**config.mk**
```make
export PLATFORM = sky130hd
export DESIGN_NAME = aer_event_packetizer
export DESIGN_NICKNAME = d
export VERILOG_FILES = /design/src/rtl/aer_event_packetizer_pkg.sv /design/src/rtl/aer_evt_fifo.sv /design/src/rtl/aer_event_packetizer.sv
export SDC_FILE = /design/constraint.sdc
export NUM_CORES = 1
export LEC_CHECK = 0
export ABC_AREA = 1
export CAP_MARGIN = 5
export CORE_UTILIZATION = 55
export DETAILED_ROUTE_END_ITERATION = 10
export PLACE_DENSITY = 0.87
export SYNTH_ARGS = -nofsm -noshare
export SYNTH_HDL_FRONTEND = slang
export SYNTH_SLANG_ARGS = --single-unit
export TNS_END_PERCENT = 20
```
**constraint.sdc**
```tcl
create_clock -name clk_i -period 6.3 [get_ports clk_i]
set_input_delay 1.26 -clock clk_i [delete_from_list [all_inputs] [get_ports clk_i]]
set_output_delay 1.26 -clock clk_i [all_outputs]
set_load 0.05 [all_outputs]
```
**src/rtl/aer_event_packetizer_pkg.sv**
```systemverilog
// ---------------------------------------------------------------------------
// aer_event_packetizer_pkg
// Shared types and constants for the AER event packetizer.
//   AER_PKT_W   packet width for the default address widths
//   aer_pkt_t   packed packet layout {ts (optional), pol, x, y}
//   DROP_CNT_W  width of the saturating dropped-event counter
//   sat_inc()   saturating increment for the drop counter
// Configuration macro: AER_TIMESTAMP_EN adds the ts field to the packet.
// ---------------------------------------------------------------------------
package aer_event_packetizer_pkg;

  localparam int AER_X_W    = 4;
  localparam int AER_Y_W    = 4;
  localparam int AER_TS_W   = 16;
  localparam int DROP_CNT_W = 8;

`ifdef AER_TIMESTAMP_EN
  localparam int AER_PKT_W = AER_TS_W + 1 + AER_X_W + AER_Y_W;

  typedef struct packed {
    logic [AER_TS_W-1:0] ts;
    logic                pol;
    logic [AER_X_W-1:0]  x;
    logic [AER_Y_W-1:0]  y;
  } aer_pkt_t;
`else
  localparam int AER_PKT_W = 1 + AER_X_W + AER_Y_W;

  typedef struct packed {
    logic               pol;
    logic [AER_X_W-1:0] x;
    logic [AER_Y_W-1:0] y;
  } aer_pkt_t;
`endif

  // Counter sticks at all-ones instead of wrapping back to zero.
  function automatic logic [DROP_CNT_W-1:0] sat_inc(input logic [DROP_CNT_W-1:0] v);
    return (v == {DROP_CNT_W{1'b1}}) ? v : v + 1'b1;
  endfunction

endpackage

```
**src/rtl/aer_evt_fifo.sv**
```systemverilog
// ---------------------------------------------------------------------------
// aer_evt_fifo
// Synchronous first-word-fall-through FIFO for AER packets.
//   clk_i, reset_i  clock, asynchronous active-high reset
//   clear_i         synchronous flush (priority over push/pop)
//   push_i, wdata_i write request and data
//   pop_i           read request (head advances)
//   rdata_o         head entry, forced to 0 while empty
//   count_o         occupancy 0..DEPTH
//   full_o, empty_o derived from the occupancy counter
// DEPTH must be a power of two so the pointers wrap naturally.
// ---------------------------------------------------------------------------
module aer_evt_fifo #(
  parameter int DEPTH = 8,
  parameter int WIDTH = 9,
  localparam int AW   = $clog2(DEPTH),
  localparam int CW   = AW + 1
) (
  input  logic             clk_i,
  input  logic             reset_i,
  input  logic             clear_i,
  input  logic             push_i,
  input  logic             pop_i,
  input  logic [WIDTH-1:0] wdata_i,
  output logic [WIDTH-1:0] rdata_o,
  output logic [CW-1:0]    count_o,
  output logic             full_o,
  output logic             empty_o
);

  logic [WIDTH-1:0] mem [DEPTH];
  logic [AW-1:0]    wr_ptr;
  logic [AW-1:0]    rd_ptr;
  logic [CW-1:0]    count;
  logic             do_push;
  logic             do_pop;

  assign empty_o = (count == '0);
  assign full_o  = (count == CW'(DEPTH));
  assign do_pop  = pop_i & ~empty_o & ~clear_i;
  // A full FIFO still accepts a write when the head leaves in the same cycle.
  assign do_push = push_i & (~full_o | do_pop) & ~clear_i;

  // NOTE: sequential state uses non-blocking assignments so every register
  // samples the pre-edge values of its neighbours.
  always_ff @(posedge clk_i or posedge reset_i) begin
    if (reset_i) begin
      wr_ptr <= '0;
      rd_ptr <= '0;
      count  <= '0;
    end else if (clear_i) begin
      wr_ptr <= '0;
      rd_ptr <= '0;
      count  <= '0;
    end else begin
      if (do_push) wr_ptr <= wr_ptr + 1'b1;
      if (do_pop)  rd_ptr <= rd_ptr + 1'b1;
      count <= count + CW'(do_push) - CW'(do_pop);
    end
  end

  // NOTE: the storage array has no reset; validity comes from the counter,
  // which keeps it a plain RAM.
  always_ff @(posedge clk_i) begin
    if (do_push) mem[wr_ptr] <= wdata_i;
  end

  assign rdata_o = empty_o ? '0 : mem[rd_ptr];
  assign count_o = count;

endmodule

```
**src/rtl/aer_event_packetizer.sv**
```systemverilog
// ---------------------------------------------------------------------------
// aer_event_packetizer
// Captures granted pixel events from the level-0 arbiter, formats them into
// AER packets, buffers them and streams them out on valid/ready.
//   clk_i, reset_i  clock, asynchronous active-high reset
//   clear_i         synchronous flush of FIFO, counters and flags
//   evt_valid_i     one-cycle grant strobe with x_add_i, y_add_i, pol_i
//   arb_enable_o    registered throttle to the arbiter (low when nearly full)
//   pkt_o           FIFO head packet {[ts,] pol, x, y}, 0 when empty
//   pkt_valid_o     pkt_o valid; pkt_ready_i accepts it
//   fifo_cnt_o      FIFO occupancy
//   overflow_o      sticky drop flag; drop_cnt_o saturating drop count
// Configuration macro: AER_TIMESTAMP_EN prefixes each packet with a
// free-running TS_W-bit timestamp taken in the push cycle.
// ---------------------------------------------------------------------------
module aer_event_packetizer
  import aer_event_packetizer_pkg::*;
#(
  parameter int X_W        = AER_X_W,
  parameter int Y_W        = AER_Y_W,
  parameter int FIFO_DEPTH = 8,
  parameter int TS_W       = AER_TS_W,
  parameter int AF_MARGIN  = 2,
`ifdef AER_TIMESTAMP_EN
  localparam int PKT_W     = TS_W + 1 + X_W + Y_W,
`else
  localparam int PKT_W     = 1 + X_W + Y_W,
`endif
  localparam int CNT_W     = $clog2(FIFO_DEPTH) + 1
) (
  input  logic                  clk_i,
  input  logic                  reset_i,
  input  logic                  clear_i,
  input  logic                  evt_valid_i,
  input  logic [X_W-1:0]        x_add_i,
  input  logic [Y_W-1:0]        y_add_i,
  input  logic                  pol_i,
  output logic                  arb_enable_o,
  output logic [PKT_W-1:0]      pkt_o,
  output logic                  pkt_valid_o,
  input  logic                  pkt_ready_i,
  output logic [CNT_W-1:0]      fifo_cnt_o,
  output logic                  overflow_o,
  output logic [DROP_CNT_W-1:0] drop_cnt_o
);

  // Reject configurations the throttle and pointer logic cannot support.
  if (AF_MARGIN < 1 || AF_MARGIN >= FIFO_DEPTH || FIFO_DEPTH < 4 ||
      (FIFO_DEPTH & (FIFO_DEPTH - 1)) != 0 || TS_W < 1) begin : g_bad_cfg
    $error("aer_event_packetizer: invalid FIFO_DEPTH/AF_MARGIN/TS_W");
  end

  logic [PKT_W-1:0] pkt_in;
  logic [PKT_W-1:0] fifo_rdata;
  logic [CNT_W-1:0] fifo_cnt;
  logic [CNT_W-1:0] cnt_next;
  logic [CNT_W-1:0] free_next;
  logic             fifo_full;
  logic             fifo_empty;
  logic             push;
  logic             pop;
  logic             drop;

`ifdef AER_TIMESTAMP_EN
  logic [TS_W-1:0] ts_q;

  always_ff @(posedge clk_i or posedge reset_i) begin
    if (reset_i)      ts_q <= '0;
    else if (clear_i) ts_q <= '0;
    else              ts_q <= ts_q + 1'b1;
  end

  assign pkt_in = {ts_q, pol_i, x_add_i, y_add_i};
`else
  assign pkt_in = {pol_i, x_add_i, y_add_i};
`endif

  // Clear wins over everything: the event in the clear cycle is neither
  // stored nor counted as a drop.
  assign pop  = ~fifo_empty & pkt_ready_i & ~clear_i;
  assign push = evt_valid_i & (~fifo_full | pop) & ~clear_i;
  assign drop = evt_valid_i & fifo_full & ~pop & ~clear_i;

  // Occupancy after this edge; the throttle looks ahead so the arbiter,
  // which reacts one cycle late, still has AF_MARGIN slots for its grant.
  assign cnt_next  = fifo_cnt + CNT_W'(push) - CNT_W'(pop);
  assign free_next = CNT_W'(FIFO_DEPTH) - cnt_next;

  aer_evt_fifo #(
    .DEPTH (FIFO_DEPTH),
    .WIDTH (PKT_W)
  ) u_fifo (
    .clk_i   (clk_i),
    .reset_i (reset_i),
    .clear_i (clear_i),
    .push_i  (push),
    .pop_i   (pop),
    .wdata_i (pkt_in),
    .rdata_o (fifo_rdata),
    .count_o (fifo_cnt),
    .full_o  (fifo_full),
    .empty_o (fifo_empty)
  );

  always_ff @(posedge clk_i or posedge reset_i) begin
    if (reset_i) begin
      arb_enable_o <= 1'b1;
      overflow_o   <= 1'b0;
      drop_cnt_o   <= '0;
    end else if (clear_i) begin
      arb_enable_o <= 1'b1;
      overflow_o   <= 1'b0;
      drop_cnt_o   <= '0;
    end else begin
      arb_enable_o <= (free_next > CNT_W'(AF_MARGIN));
      if (drop) begin
        overflow_o <= 1'b1;
        drop_cnt_o <= sat_inc(drop_cnt_o);
      end
    end
  end

  assign pkt_o       = fifo_rdata;
  assign pkt_valid_o = ~fifo_empty;
  assign fifo_cnt_o  = fifo_cnt;

endmodule

```
==> results of run 1 <==
==> synthesized netlist by cell type <==
cell type	instances	area (um2)
dfrtp_1	19	475
a21oi_1	2	10.0
dfstp_2	1	26.3
buf_4	3	22.5
nand3_1	29	145
nand2_4	1	11.3
nor2_1	112	420
buf_6	4	45.0
ha_1	11	138
clkbuf_2	2	10.0
nand4_1	4	25.0
edfxtp_1	72	2160
o21ai_0	26	130
inv_2	3	11.3
o21ai_1	21	105
nor2_2	1	6.26
nand2_1	65	244
inv_1	27	101
nand2_2	1	6.26
xor2_1	2	17.5
buf_2	5	25.0
nand3_2	2	20.0
fa_1	2	40.0
o31ai_1	1	7.51
nand3_4	1	17.5
clkbuf_1	4	15.0
xnor2_1	3	26.3
==> power groups by stage <==
stage	logic [uW]	registers (uW)	clock network, uW
3_5_place_dp	831	765	0
2_1_floorplan	576	799	0
6_report	838	752	377
4_1_cts	839	751	382
3_3_place_gp	808	762	0
5_1_grt	913	757	406
==> kinds of logic after synthesis <==
family | Yosys count | share of synthesized area [%]
buf+inv | 48 | 5.40
simple gates | 216 | 21.0
fa+ha+maj | 13 | 4.17
flops | 92 | 62.5
xor+xnor | 5 | 1.03
compound gates | 50 | 5.93
==> placed cells by master, fill, tap and decap left out, types with 3 or more instances in the layout <==
| cell | count |
|---|---|
| nor2_1 | 112 |
| edfxtp_1 | 72 |
| nand2_1 | 65 |
| clkdlybuf4s50_1 | 37 |
| nand3_1 | 29 |
| inv_1 | 27 |
| o21ai_0 | 26 |
| o21ai_1 | 21 |
| dfrtp_1 | 19 |
| ha_1 | 11 |
| clkbuf_8 | 9 |
| nand4_1 | 4 |
| inv_2 | 3 |
| xnor2_1 | 3 |
| inv_6 | 3 |
==> registers in the layout, indices dropped and copies added (netlist names) <==
signal	cells
overflow_o	1
u_fifo.rd_ptr	3
drop_cnt_o	8
arb_enable_o	1
u_fifo.mem	72
u_fifo.count_o	4
u_fifo.wr_ptr	3
==> critical path: stages, from the launching register on <==
cell	delay (ns)
dfrtp_1	0.62
buf_4	0.33
inv_2	0.47
o21ai_0	0.30
nand3_1	0.17
nand2_1	0.08
nor2_1	0.14
clkdlybuf4s50_1	0.83
==> layout make-up <==
| cell class | count | area (um2) |
|---|---|---|
| Tap cell | 99 | 124 |
| Inverter | 30 | 113 |
| Multi-Input combinational cell | 284 | 1370 |
| Fill cell | 543 | 2530 |
| Timing Repair Buffer | 38 | 378 |
| Clock inverter | 7 | 68.8 |
| Sequential cell | 92 | 2660 |
| Clock buffer | 9 | 124 |
==> metrics by stage <==
stage	instance area (um2)	hold WS [ns]	setup WS, ns	cells	utilization, %
CTS	4840	0.547	1.77	559	65.7
finish	4840	0.541	1.72	559	65.7
global placement	4650	0.522	2.08	543	63.1
floorplan	4260	0.550	2.53	424	-
global route	4840	0.565	1.62	559	65.7
detailed placement	4650	0.525	1.92	543	63.1
==> worst paths after layout <==
kind	to	slack, ns
setup / recovery	pkt_o[3]	1.72
max in group asynchronous	drop_cnt_o[0]	4.52
min in group asynchronous	u_fifo.count_o[3]	1.31
setup reg to reg	arb_enable_o	3.42
hold / removal	overflow_o	0.54
hold reg to reg	overflow_o	0.54
==> layer usage <==
layer  GRT usage [%]  vias to the layer above
li1                -                     1473
met5               0                        -
met1            25.0                     1467
met2            39.2                      138
met4            14.7                        0
met3            2.79                       34
==> out/metrics.csv, run 1 <==
stage,metric,value,unit
pwr,p_sw_share,43.2,%
global_routing,antenna_found_initial,0,
timing,setup_violations,0,
clock_tree,numCtsBuffers,9,
timing,period_share,72.7,%
global_routing,grt_max_degree,39,
worst_setup_path,path_max_fanout,38,
drt,vias_per_cell,5.57,
drt,drc,0,
clock_tree,clk_pin_slew,0.10,ns
run_status,status,"finished, final reports clean",
timing,hold_viol,0,
final_layout,layout-drive-gt1-share,5.87,%
pwr,power_switching,850,uW
clock_tree,ctsRootBufferMaster,clkbuf_8,
timing,max_slew_margin,35.6,%
pwr,power_frac_seq,38.2,%
timing,fin_skew,0.00785,ns
placement,dp_hpwl,5920,um
timing,post-route-min-period,4.58,ns
timing,fin_tns_setup,0,ns
drt,totalWireLength,8650,um
pwr,p_int,1120,uW
clock_tree,clock_path_buffers,2,
timing,tightest_slew,0.963,ns
pwr,ir_drop,0.179,mV
flow_run,drv_cap,0,
timing,max_freq,218,MHz
hold_path,hold_path_depth,2,
yosys,syn_inst,424,
hold_path,hold_class,flip-flop to flip-flop,
placement,port_buffers,37,
hold_path,min_from,overflow_o,
timing,slew_violations,0,
pwr,combPwrFrac,42.6,%
global_routing,grt_use_total,22.1,%
drt,dr_wl_met2,4480,um
global_routing,grt_pass1_wl,13600,um
drt,wl_per_cell,15.5,um
worst_setup_path,worstPathArrival,3.32,ns
clock_tree,hold_buffers,0,
clock_tree,cts_resized,0,
die,initial_utilization,57.9,%
pwr,power_density,406,mW/mm2
placement,routabilityCongestion,0.845,
drt,dr.pass1.iters,5,
global_routing,grt_pass1_vias,2962,
yosys,netlist_area,0.00426,mm2
worst_setup_path,r2r.worst_path.cells,12,
drt,wirelength_met1,3310,um
die,io_pins,38,
pwr,leakage,0.00188,uW
yosys,yosysWarnings,0,
clock_tree,numClockSinks,92,
clock_tree,clock_latency,0.36,ns
worst_setup_path,worstPathRequired,5.04,ns
clock_tree,h-tree-depth,3,
drt,wl_met3,487,um
final_layout,antenna_cells,0,
worst_setup_path,startpoint,u_fifo.rd_ptr[0],
global_routing,grt_overflow,0,
pwr,finalPower,1970,uW
drt,vias,3112,
drt,first_iter_violations,220,
final_layout,syn_to_final_growth,13.5,%
clock_tree,cts_tree,built,
worst_setup_path,cp-end-kind,output pin,
die,dieArea,0.00811,mm2
worst_setup_path,cp-start-kind,flip-flop,
yosys,syn_area_per_cell,10.1,um2
worst_setup_path,rr_startpoint,u_fifo.count_o[2],
yosys,synth.distinct_cells,27,
worst_setup_path,worstSetupPathType,flip-flop to output pin,
final_layout,fin_nets,482,
die,core,0.00737,mm2
yosys,synth_nets,451,
yosys,yosysSeqAreaShare,62.5,%
clock_tree,post_cts_buffers,0,
pwr,clkPwrFrac,19.2,%
die,num_rows,31,
yosys,synth-seq-cells,92,
die,die_h,90.1,um
die,die_width,90.1,um
drt,top_layer,met4,
drt,antenna_left,0,
timing,rsz0062_at_grt,false,
Power figures use the tool's default switching activity.
==> run 2, diff against run 1 <==
==> constraint.sdc (replaced) <==
create_clock -name clk_i -period 4.32 [get_ports clk_i]
set_input_delay 0.864 -clock clk_i [delete_from_list [all_inputs] [get_ports clk_i]]
set_output_delay 0.864 -clock clk_i [all_outputs]
set_load 0.05 [all_outputs]
==> out/metrics.csv, run 2 (synthesis results as in run 1) <==
stage,metric,value,unit
drt,totalWireLength,8930,um
clock_tree,cts_resized,0,
die,io_pins,38,
clock_tree,h-tree-depth,3,
clock_tree,numCtsBuffers,9,
clock_tree,post_cts_buffers,0,
global_routing,antenna_found_initial,0,
final_layout,largest_reg_flops,72,
global_routing,grt_overflow,0,
final_layout,utilization,66.7,%
timing,setup_violations,0,
pwr,leakage,0.00194,uW
global_routing,grt_use_total,22.9,%
drt,vias_per_cell,5.55,
die,core,0.00737,mm2
drt,antenna_left,0,
drt,wl_per_cell,15.7,um
worst_setup_path,slowest_stage,clkdlybuf4s50_1,
placement,dp_hpwl,5730,um
worst_setup_path,cp-end-kind,output pin,
worst_setup_path,crit_cells,6,
worst_setup_path,slowest_delay,0.81,ns
timing,slew_violations,0,
clock_tree,cts_tree,built,
worst_setup_path,cp_cell_sequence,inv_2 > o21ai_0 > o21ai_1 > nor2_1 > nor2_1 > clkdlybuf4s50_1,
clock_tree,clock_latency,0.35,ns
die,initial_utilization,57.9,%
hold_path,hold_path_depth,2,
flow_run,drv_cap,0,
clock_tree,numClockSinks,92,
final_layout,fin_nets,491,
drt,vias,3155,
worst_setup_path,r2r.worst_path.cells,7,
worst_setup_path,worstSetupPathType,flip-flop to output pin,
hold_path,hold_class,flip-flop to flip-flop,
final_layout,regMostFlops,u_fifo.mem,
die,dieArea,0.00811,mm2
worst_setup_path,path_delay_family,buffers and inverters,
run_status,status,"finished, final reports clean",
final_layout,layout_common_cells,"nor2_1 (112), edfxtp_1 (72), nand2_1 (65)",
clock_tree,ctsRootBufferMaster,clkbuf_8,
final_layout,antenna_cells,0,
placement,port_buffers,37,
timing,max_slew_margin,31.5,%
pwr,ir_drop,0.265,mV
final_layout,layout-drive-gt1-share,7.46,%
timing,post-route-min-period,3.58,ns
worst_setup_path,path_max_fanout,38,
clock_tree,hold_buffers,0,
die,die_h,90.1,um
timing,worst_hold_slack,0.510,ns
pwr,power_density,590,mW/mm2
worst_setup_path,path_buf_inv,2,
global_routing,grt_pass1_vias,2939,
drt,dr.pass1.iters,5,
drt,first_iter_violations,265,
worst_setup_path,critPathMostFrequentCell,nor2_1,
timing,rsz0062_at_grt,false,
die,num_rows,31,
timing,period_share,82.8,%
placement,routabilityCongestion,0.840,
timing,fin_tns_setup,0,ns
global_routing,grt_pass1_wl,14500,um
timing,hold_viol,0,
timing,max_freq,280,MHz
worst_setup_path,cp-start-kind,flip-flop,
drt,drc,0,
die,die_width,90.1,um
worst_setup_path,worstPathRequired,3.46,ns
timing,tightest_slew,1.02,ns
worst_setup_path,worstPathArrival,2.71,ns
clock_tree,clock_path_buffers,2,
global_routing,grt_max_degree,39,
final_layout,syn_to_final_growth,15.3,%
timing,fin_skew,0.00901,ns
clock_tree,clk_pin_slew,0.09,ns
final_layout,layout_commonest_cell,nor2_1,
run 2: cell types whose count changed in the layout (fill, tap and decap cells not counted):
| cell | before | now |
|---|---|---|
| buf_4 | 1 | 10 |
| clkinv_8 | 1 | 0 |
| clkinv_2 | 0 | 1 |
| bufinv_16 | 0 | 1 |
| inv_6 | 3 | 1 |
| clkinv_1 | 0 | 1 |
| clkinv_4 | 0 | 1 |
| clkinvlp_4 | 2 | 1 |
run 2: path summary, 6_finish.rpt:
kind,slack (ns),start,endpoint
setup / recovery,0.74,u_fifo.rd_ptr[0],pkt_o[0]
hold / removal,0.51,overflow_o,overflow_o
setup reg to reg,1.46,u_fifo.count_o[2],u_fifo.mem[7][3]
hold reg to reg,0.51,overflow_o,overflow_o
max in group asynchronous,2.85,reset_i,u_fifo.rd_ptr[0]
min in group asynchronous,0.96,reset_i,u_fifo.count_o[3]
run 2: stage by stage:
stage / area, um2 / instances / setup slack, ns / total power [uW]
after floorplan: 4260 / 424 / 0.945 / 2010
after global placement: 4720 / 552 / 1.12 / 2290
after detailed placement: 4720 / 552 / 1.03 / 2340
after CTS: 4910 / 568 / 0.717 / 2900
after global routing: 4910 / 568 / 0.568 / 3060
final: 4910 / 568 / 0.743 / 2900
run 2: power by group:
part	switching, uW	internal (uW)	total [uW]
logic	846	399	1240
clock network	304	272	576
registers	61.6	1020	1080
total	1210	1690	2900
run 2: tightest hold or removal path, cell delays in order, from the launching register on:
cell	delay, ns
dfrtp_1	0.36
a21oi_1	0.04
nor2_1	0.07
run 2: area by class of cell:
class                      count  area (um2)
fill                         556        2450
timing repair buffer          47         445
clock inverter                 7        75.1
sequential                    92        2660
multi-input combinational    284        1370
clock buffer                   9         124
inverter                      30         113
tap                           99         124
run 2: routing by layer:
metal	routed length (um)	GRT usage, %	vias to the layer above
met3	608	3.13	18
met1	3560	30.8	1503
met5	0	0	-
li1	-	-	1488
met4	189	8.60	0
met2	4570	38.2	146
==> run 3, diff against run 2 <==
==> constraint.sdc (replaced) <==
create_clock -name clk_i -period 3.7 [get_ports clk_i]
set_input_delay 0.74 -clock clk_i [delete_from_list [all_inputs] [get_ports clk_i]]
set_output_delay 0.74 -clock clk_i [all_outputs]
set_load 0.05 [all_outputs]
==> out/metrics.csv, run 3 (synthesis results as in run 1) <==
stage,metric,value,unit
run_status,status,"finished, final reports clean",
timing,hold_viol,0,
worst_setup_path,path_max_fanout,24,
die,die_width,90.1,um
final_layout,instances_no_fill,570,
clock_tree,post_cts_buffers,0,
worst_setup_path,r2r.worst_path.cells,12,
timing,max_freq,287,MHz
final_layout,layout-drive-gt1-share,8.07,%
final_layout,largest_reg_flops,72,
die,num_rows,31,
clock_tree,clk_pin_slew,0.09,ns
global_routing,grt_pass1_vias,3148,
worst_setup_path,cp-end-kind,output pin,
pwr,power_density,685,mW/mm2
clock_tree,clock_path_buffers,2,
drt,vias_per_cell,5.52,
pwr,leakage,0.00196,uW
die,io_pins,38,
placement,routabilityCongestion,0.859,
die,die_h,90.1,um
timing,tightest_slew,0.813,ns
placement,port_buffers,37,
drt,vias,3144,
timing,slew_violations,0,
timing,setup_violations,0,
worst_setup_path,rr_startpoint,u_fifo.count_o[2],
worst_setup_path,worstPathArrival,2.74,ns
die,core,0.00737,mm2
global_routing,grt_pass1_wl,15000,um
global_routing,grt_max_degree,39,
clock_tree,clock_latency,0.36,ns
drt,totalWireLength,8970,um
hold_path,min_from,overflow_o,
worst_setup_path,r2r_setup_slack,0.82,ns
timing,max_slew_margin,45.7,%
clock_tree,numClockSinks,92,
drt,drc,0,
global_routing,antenna_found_initial,0,
global_routing,grt_overflow,0,
pwr,ir_drop,0.272,mV
final_layout,fin_nets,493,
placement,post-place-cells,554,
final_layout,regMostFlops,u_fifo.mem,
timing,fin_tns_setup,0,ns
clock_tree,cts_tree,built,
timing,post-route-min-period,3.48,ns
timing,rsz0062_at_grt,false,
pwr,finalPower,3380,uW
clock_tree,numCtsBuffers,9,
worst_setup_path,cp-start-kind,flip-flop,
flow_run,drv_cap,0,
timing,period_share,94.1,%
clock_tree,h-tree-depth,3,
timing,setup_slack,0.220,ns
final_layout,layout_common_cells,"nor2_1 (112), edfxtp_1 (72), nand2_1 (65)",
final_layout,antenna_cells,0,
drt,antenna_left,0,
clock_tree,ctsRootBufferMaster,clkbuf_8,
drt,wl_per_cell,15.7,um
hold_path,hold_class,flip-flop to flip-flop,
drt,dr.pass1.iters,5,
final_layout,syn_to_final_growth,15.6,%
placement,dp_worst_setup_slack,0.616,ns
final_layout,layout_commonest_cell,nor2_1,
die,dieArea,0.00811,mm2
placement,dp_hpwl,6020,um
timing,fin_skew,0.00735,ns
final_layout,utilization,66.9,%
worst_setup_path,rr_endpoint,arb_enable_o,
global_routing,grt_use_total,24.1,%
hold_path,holdPathEnd,overflow_o,
worst_setup_path,worstSetupPathType,flip-flop to output pin,
hold_path,hold_path_depth,2,
die,initial_utilization,57.9,%
worst_setup_path,worstPathRequired,2.96,ns
drt,first_iter_violations,279,
## run 3: cell types whose count changed in the layout (fill, tap and decap cells not counted)
cell	change
clkinv_1	-1
clkinv_2	+2
inv_6	+1
clkinvlp_4	-1
buf_4	+2
inv_2	-1
clkinv_4	-1
inv_4	+1
## run 3: layout make-up
cell class	count	area, um2
Clock inverter	7	73.8
Timing Repair Buffer	49	460
Tap cell	99	124
Fill cell	553	2440
Sequential cell	92	2660
Inverter	30	115
Clock buffer	9	124
Multi-Input combinational cell	284	1370
## run 3: worst max path at each step
stage,from,end,slack (ns)
floorplan,u_fifo.count_o[2],pkt_o[0],0.45
global placement,u_fifo.rd_ptr[0],pkt_o[8],0.70
detailed placement,u_fifo.rd_ptr[0],pkt_o[4],0.62
CTS,u_fifo.rd_ptr[0],pkt_o[4],0.22
global route,u_fifo.rd_ptr[0],pkt_o[0],0.03
finish,u_fifo.rd_ptr[0],pkt_o[1],0.22
## run 3: per-stage QoR
step           hold WS, ns  instance area (um2)
3_3_place_gp         0.500                 4730
5_1_grt              0.578                 4930
6_report             0.534                 4930
2_1_floorplan        0.550                 4260
3_5_place_dp         0.528                 4730
4_1_cts              0.550                 4930
## run 3: power breakdown
part | leakage, uW | internal [uW] | switching, uW
logic | 0.000933 | 463 | 973
clock network | 0.000106 | 318 | 356
registers | 0.000918 | 1190 | 83.9
## run 3: worst max-delay path, cell delays in order, from the launching register on
cell,delay (ns)
dfrtp_1,0.67
buf_4,0.35
nor2_1,0.09
nor2_1,0.08
o21ai_1,0.07
nand3_1,0.13
nand2_1,0.07
nor2_1,0.12
clkdlybuf4s50_1,0.80
## run 3: what timing repair did
action | 4_1_cts | 5_1_grt
hold buffers | 0 | 0
endpoints found under the setup margin | 0 | 1
resized for setup | 0 | 2
## run 3: metal layers
layer	GRT usage [%]	wire length, um	vias up
met2	41.2	4640	121
met4	9.68	187	0
met5	0	0	-
li1	-	-	1500
met3	5.08	576	21
met1	29.7	3560	1502
